$ cat src/rtl/bytecode_fetch.sv
// Bytecode fetch/assembly unit: pulls opcode and operand bytes from synchronous
// program memory, sized by the decoder's argc, and presents whole instructions.
module bytecode_fetch #(
    parameter int                ADDR_W   = 16,
    parameter logic [ADDR_W-1:0] RESET_PC = '0
) (
    input  logic              clk,
    input  logic              rst_n,
    output logic              mem_rd,
    output logic [ADDR_W-1:0] mem_addr,
    input  logic [7:0]        mem_data,
    output logic [7:0]        dec_opcode,
    input  logic [1:0]        dec_argc,
    output logic              instr_valid,
    input  logic              instr_ready,
    output logic [7:0]        instr_opcode,
    output logic [15:0]       instr_args,
    output logic [ADDR_W-1:0] instr_pc,
    input  logic              jump,
    input  logic [ADDR_W-1:0] jump_target
);

    typedef enum logic [2:0] {
        OPREQ  = 3'd0,
        OPCAP  = 3'd1,
        DECODE = 3'd2,
        ARGCAP = 3'd3,
        VALID  = 3'd4
    } state_t;

    state_t            state_reg, state_next;
    logic [ADDR_W-1:0] pc_reg, pc_next;
    logic [ADDR_W-1:0] instr_pc_reg, instr_pc_next;
    logic [7:0]        opcode_reg, opcode_next;
    logic [15:0]       args_reg, args_next;
    logic [1:0]        remaining_reg, remaining_next;
    logic [1:0]        argc_eff;
    logic              rd_next;

    // The JVM never needs more than two operand bytes here; clamp argc=3.
    assign argc_eff = (dec_argc == 2'd3) ? 2'd2 : dec_argc;

    always_comb begin
        state_next     = state_reg;
        pc_next        = pc_reg;
        instr_pc_next  = instr_pc_reg;
        opcode_next    = opcode_reg;
        args_next      = args_reg;
        remaining_next = remaining_reg;
        rd_next        = 1'b0;
        if (jump) begin
            // Redirect wins over everything; in-flight bytes are simply never captured.
            pc_next    = jump_target;
            state_next = OPREQ;
        end else begin
            case (state_reg)
                OPREQ: begin
                    rd_next       = 1'b1;
                    instr_pc_next = pc_reg;
                    pc_next       = pc_reg + ADDR_W'(1);
                    state_next    = OPCAP;
                end
                OPCAP: begin
                    opcode_next = mem_data;
                    args_next   = '0;
                    state_next  = DECODE;
                end
                DECODE: begin
                    if (argc_eff == 2'd0) begin
                        state_next = VALID;
                    end else begin
                        remaining_next = argc_eff;
                        rd_next        = 1'b1;
                        pc_next        = pc_reg + ADDR_W'(1);
                        state_next     = ARGCAP;
                    end
                end
                ARGCAP: begin
                    args_next      = {args_reg[7:0], mem_data};
                    remaining_next = remaining_reg - 2'd1;
                    if (remaining_reg == 2'd1) begin
                        state_next = VALID;
                    end else begin
                        rd_next = 1'b1;
                        pc_next = pc_reg + ADDR_W'(1);
                    end
                end
                VALID: begin
                    if (instr_ready) begin
                        state_next = OPREQ;
                    end
                end
                default: state_next = OPREQ;
            endcase
        end
    end

    always_ff @(posedge clk) begin
        if (!rst_n) begin
            state_reg     <= OPREQ;
            pc_reg        <= RESET_PC;
            instr_pc_reg  <= '0;
            opcode_reg    <= '0;
            args_reg      <= '0;
            remaining_reg <= '0;
        end else begin
            state_reg     <= state_next;
            pc_reg        <= pc_next;
            instr_pc_reg  <= instr_pc_next;
            opcode_reg    <= opcode_next;
            args_reg      <= args_next;
            remaining_reg <= remaining_next;
        end
    end

    // Strobes are gated by rst_n so nothing leaks out while reset is held.
    assign mem_rd       = rst_n & rd_next;
    assign mem_addr     = pc_reg;
    assign instr_valid  = rst_n & (state_reg == VALID);
    assign dec_opcode   = opcode_reg;
    assign instr_opcode = opcode_reg;
    assign instr_args   = args_reg;
    assign instr_pc     = instr_pc_reg;

endmodule

$ cat config.mk
export PLATFORM = sky130hd
export DESIGN_NAME = bytecode_fetch
export DESIGN_NICKNAME = d
export VERILOG_FILES = /design/src/rtl/bytecode_fetch.sv
export SDC_FILE = /design/constraint.sdc
export NUM_CORES = 1
export LEC_CHECK = 0
export CAP_MARGIN = 20
export CORE_UTILIZATION = 44
export CTS_BUF_LIST = sky130_fd_sc_hd__clkbuf_4 sky130_fd_sc_hd__clkbuf_8 sky130_fd_sc_hd__clkbuf_16
export CTS_CLUSTER_DIAMETER = 200
export DETAILED_ROUTE_END_ITERATION = 8
export PLACE_DENSITY = 0.82
export RECOVER_POWER = 50
export SYNTH_ARGS = -nofsm -noshare
export SYNTH_HDL_FRONTEND = slang
export SYNTH_SLANG_ARGS = --single-unit
export TNS_END_PERCENT = 10
$ cat constraint.sdc
create_clock -name clk -period 2.2 [get_ports clk]
set_clock_uncertainty 0.1 [all_clocks]
set_input_delay 0.33 -clock clk [delete_from_list [all_inputs] [get_ports clk]]
set_output_delay 0.33 -clock clk [all_outputs]
set_load 0.02 [all_outputs]
==> results.toml <==
[outcome]
status = "finished clean"

[sta]
rsz0062_at_grt = "false"
fmax_ghz = 0.473
tightest_slew_ns = 1.01
setup_viol = 0
setup_tns_ns = 0
relSlewSlack_pct = 32.4
report.final.slew_viol_count = 0
finalCritPeriodShare_pct = 96.1
hold_viol_final = 0
min_period_ns = 2.12

[clock_tree]
root_buffer = "clkbuf_8"
clk_latency_ns = 0.34
cts_tree = "yes"
htree_num_levels = 3
cts_hold_buf = 0
clock_path_buffers = 2
cts_made_buffers = 9
cts_setup_buffers = 0
path_clk_slew_ns = 0.07
clock_sinks = 61

[logic_synthesis]
yosysTopAreaCellShare_pct = 45.8
synth_edf_count = 0
yosys.area.top_type = "dfxtp_1"
postSynth.asyncResetShare_pct = 0
synth.distinct_cells = 47
syn_area_um2 = 2660
yosys-top-cells-area = "dfxtp_1, nand2_1, a21oi_1"
synth_top_flop_cell = "dfxtp_1"
synth_seq_cells = 61
synthCells = 312
syn-num-nets = 344
ys_seq_area_share_pct = 45.8
yosys_warnings = 0
avgSynthCellArea_um2 = 8.54

[global_routing]
grt_overflow = 0
gr-usage-all-layers_pct = 25.7
grt_max_degree = 24
grt_pass1_wl_mm = 12.6
antenna_found_initial = 0
grt_pass1_vias = 2654

[pwr]
p_int_mw = 1.86
p_leak_nw = 1.58
peakVddDrop_mv = 0.362
netSwitchingFraction_pct = 28.5
clkPwrFrac_pct = 38.7
p_sw_mw = 0.741
p_seq_share_pct = 45.9
power_density_nw_per_um2 = 655
combPwrFrac_pct = 15.4

[finish]
layout.cells.most_common_list = "dfxtp_1, nand2_1, clkdlybuf4s50_1, dlygate4sd3_1, a21oi_1"
fin_util_pct = 70.1
final_common_cell = "dfxtp_1"
nNetsFinal = 454
syn2layout_area_growth_pct = 49.3
antennaDiodeCount = 0
drive_gt1_share_pct = 12.2

[placement]
io_buffer_count = 95
gp_congestion = 0.856
hpwl_mm = 5.75

[die]
dieArea_um2 = 6370
start_util_pct = 46.9
rows = 27
die_y_um = 79.8
die_w_um = 79.8
core_um2 = 5680
boundaryPins = 96

[critical_path]
cp_slowest_cell = "or4_1"
required_ns = 2.37
crit_chain = "inv_1 > ha_1 > nand2b_2 > a211o_1 > buf_4 > or4_1 > a31oi_1"
critical_path_class = "reg -> reg"
crit_path_start_kind = "register"
critPathCaptureType = "register"
cpPeakStageDelay_ns = 0.52
cp_max_fo = 18
cp.arrival_ns = 2.29

[drt]
firstDrtPassIters = 4
drtIter0Drc = 115
routed_wl_mm = 7.92
wire_per_inst_um = 15.9
vias = 2805
drc = 0
drt-vias-per-instance = 5.62
ant_nets = 0

[min_path]
min_path_type = "reg -> reg"

[flow_run]
max_cap_viol_count = 0
==> worst max-delay path, delay by kind of cell (launching register included) <==
| kind | cells | cell delay [ns] |
|---|---|---|
| AND/OR/NAND/NOR | 2 | 0.71 |
| buffers and inverters | 2 | 0.24 |
| adder cells (fa/ha/maj) | 1 | 0.18 |
| flip-flops | 1 | 0.33 |
| AO/OA/AOI/OAI | 2 | 0.48 |
==> power groups by stage <==
stage / Sequential (mW) / Clock [mW] / Combinational, mW
3_5_place_dp: 1.22 / 0 / 0.408
3_3_place_gp: 1.22 / 0 / 0.401
4_1_cts: 1.20 / 1.02 / 0.410
5_1_grt: 1.20 / 1.08 / 0.429
2_1_floorplan: 1.26 / 0 / 0.148
6_report: 1.20 / 1.01 / 0.400
==> metal layers <==
metal / wire [um] / share of wire, % / vias to the layer above / track usage [%]
li1: - / - / 1347 / -
met1: 3250 / 41 / 1314 / 28.1
met2: 3800 / 48 / 124 / 44.4
met3: 653 / 8.2 / 20 / 7.89
met4: 216 / 2.7 / 0 / 13.2
met5: 0 / 0 / - / 0
==> final cells by class <==
cell class / count / area, um^2
tap: 72 / 90.1
clock inverter: 7 / 76.3
timing repair buffer: 124 / 1150
inverter: 9 / 33.8
sequential: 61 / 1220
fill: 460 / 1700
multi-input combinational: 217 / 1280
clock buffer: 9 / 124
==> cell usage after synthesis (2+ instances only) <==
| library cell | n |
|---|---|
| ha_1 | 2 |
| a22oi_1 | 3 |
| a22o_1 | 13 |
| buf_4 | 9 |
| mux2i_1 | 4 |
| a21oi_1 | 30 |
| nand3_1 | 7 |
| a2111oi_0 | 2 |
| nand2b_1 | 4 |
| buf_2 | 3 |
| nand3b_1 | 2 |
| o21ai_0 | 13 |
| inv_1 | 9 |
| and3_1 | 3 |
| nand4_1 | 4 |
| a31oi_1 | 9 |
| or3b_2 | 2 |
| dfxtp_1 | 61 |
| clkbuf_1 | 11 |
| a211oi_1 | 3 |
| xnor2_1 | 2 |
| or4_1 | 7 |
| nor4_1 | 3 |
| or3_1 | 2 |
| nand2_1 | 57 |
| nor3_1 | 3 |
| o311a_1 | 2 |
| nor2_1 | 17 |
| o31ai_1 | 6 |
| and4_1 | 2 |
==> cells by family (layout without fill, tap and decap cells) <==
logic type,Yosys count,in the layout,synth area share (%)
buf+inv,34,149,6.53
xor+xnor,3,3,0.987
flops,61,61,45.8
simple gates,119,119,22.0
fa+ha+maj,2,2,0.939
compound gates,89,89,22.2
mux,4,4,1.50
==> stage by stage <==
step	total power [mW]	instances	area [um^2]	worst slack (ns)	hold slack, ns
after floorplan	1.41	312	2660	0.142	0.355
after global placement	1.62	483	3790	-0.155	0.343
after detailed placement	1.63	483	3790	-0.142	0.350
after CTS	2.63	499	3980	0.0764	0.363
after global routing	2.71	499	3980	0.00331	0.371
final	2.60	499	3980	0.0849	0.356
==> path summary, 6_finish.rpt <==
kind | from | end | slack, ns | depth (start not counted)
worst max-delay path | remaining_reg[1]$_SDFFE_PN0P_ | mem_addr[8]$_SDFFE_PN0P_ | 0.08 | 7
worst max register to register | remaining_reg[1]$_SDFFE_PN0P_ | mem_addr[8]$_SDFFE_PN0P_ | 0.08 | 7
worst min register to register | instr_pc[9]$_SDFFE_PN0P_ | instr_pc[9]$_SDFFE_PN0P_ | 0.36 | 2
worst min-delay path | instr_pc[9]$_SDFFE_PN0P_ | instr_pc[9]$_SDFFE_PN0P_ | 0.36 | 2
==> repair_timing <==
item	in CTS	in global routing
pin swaps	0	1
gates resized for setup	5	2
endpoints found under the setup margin	2	3
hold endpoints to repair	0	0
Power figures use the tool's default switching activity.
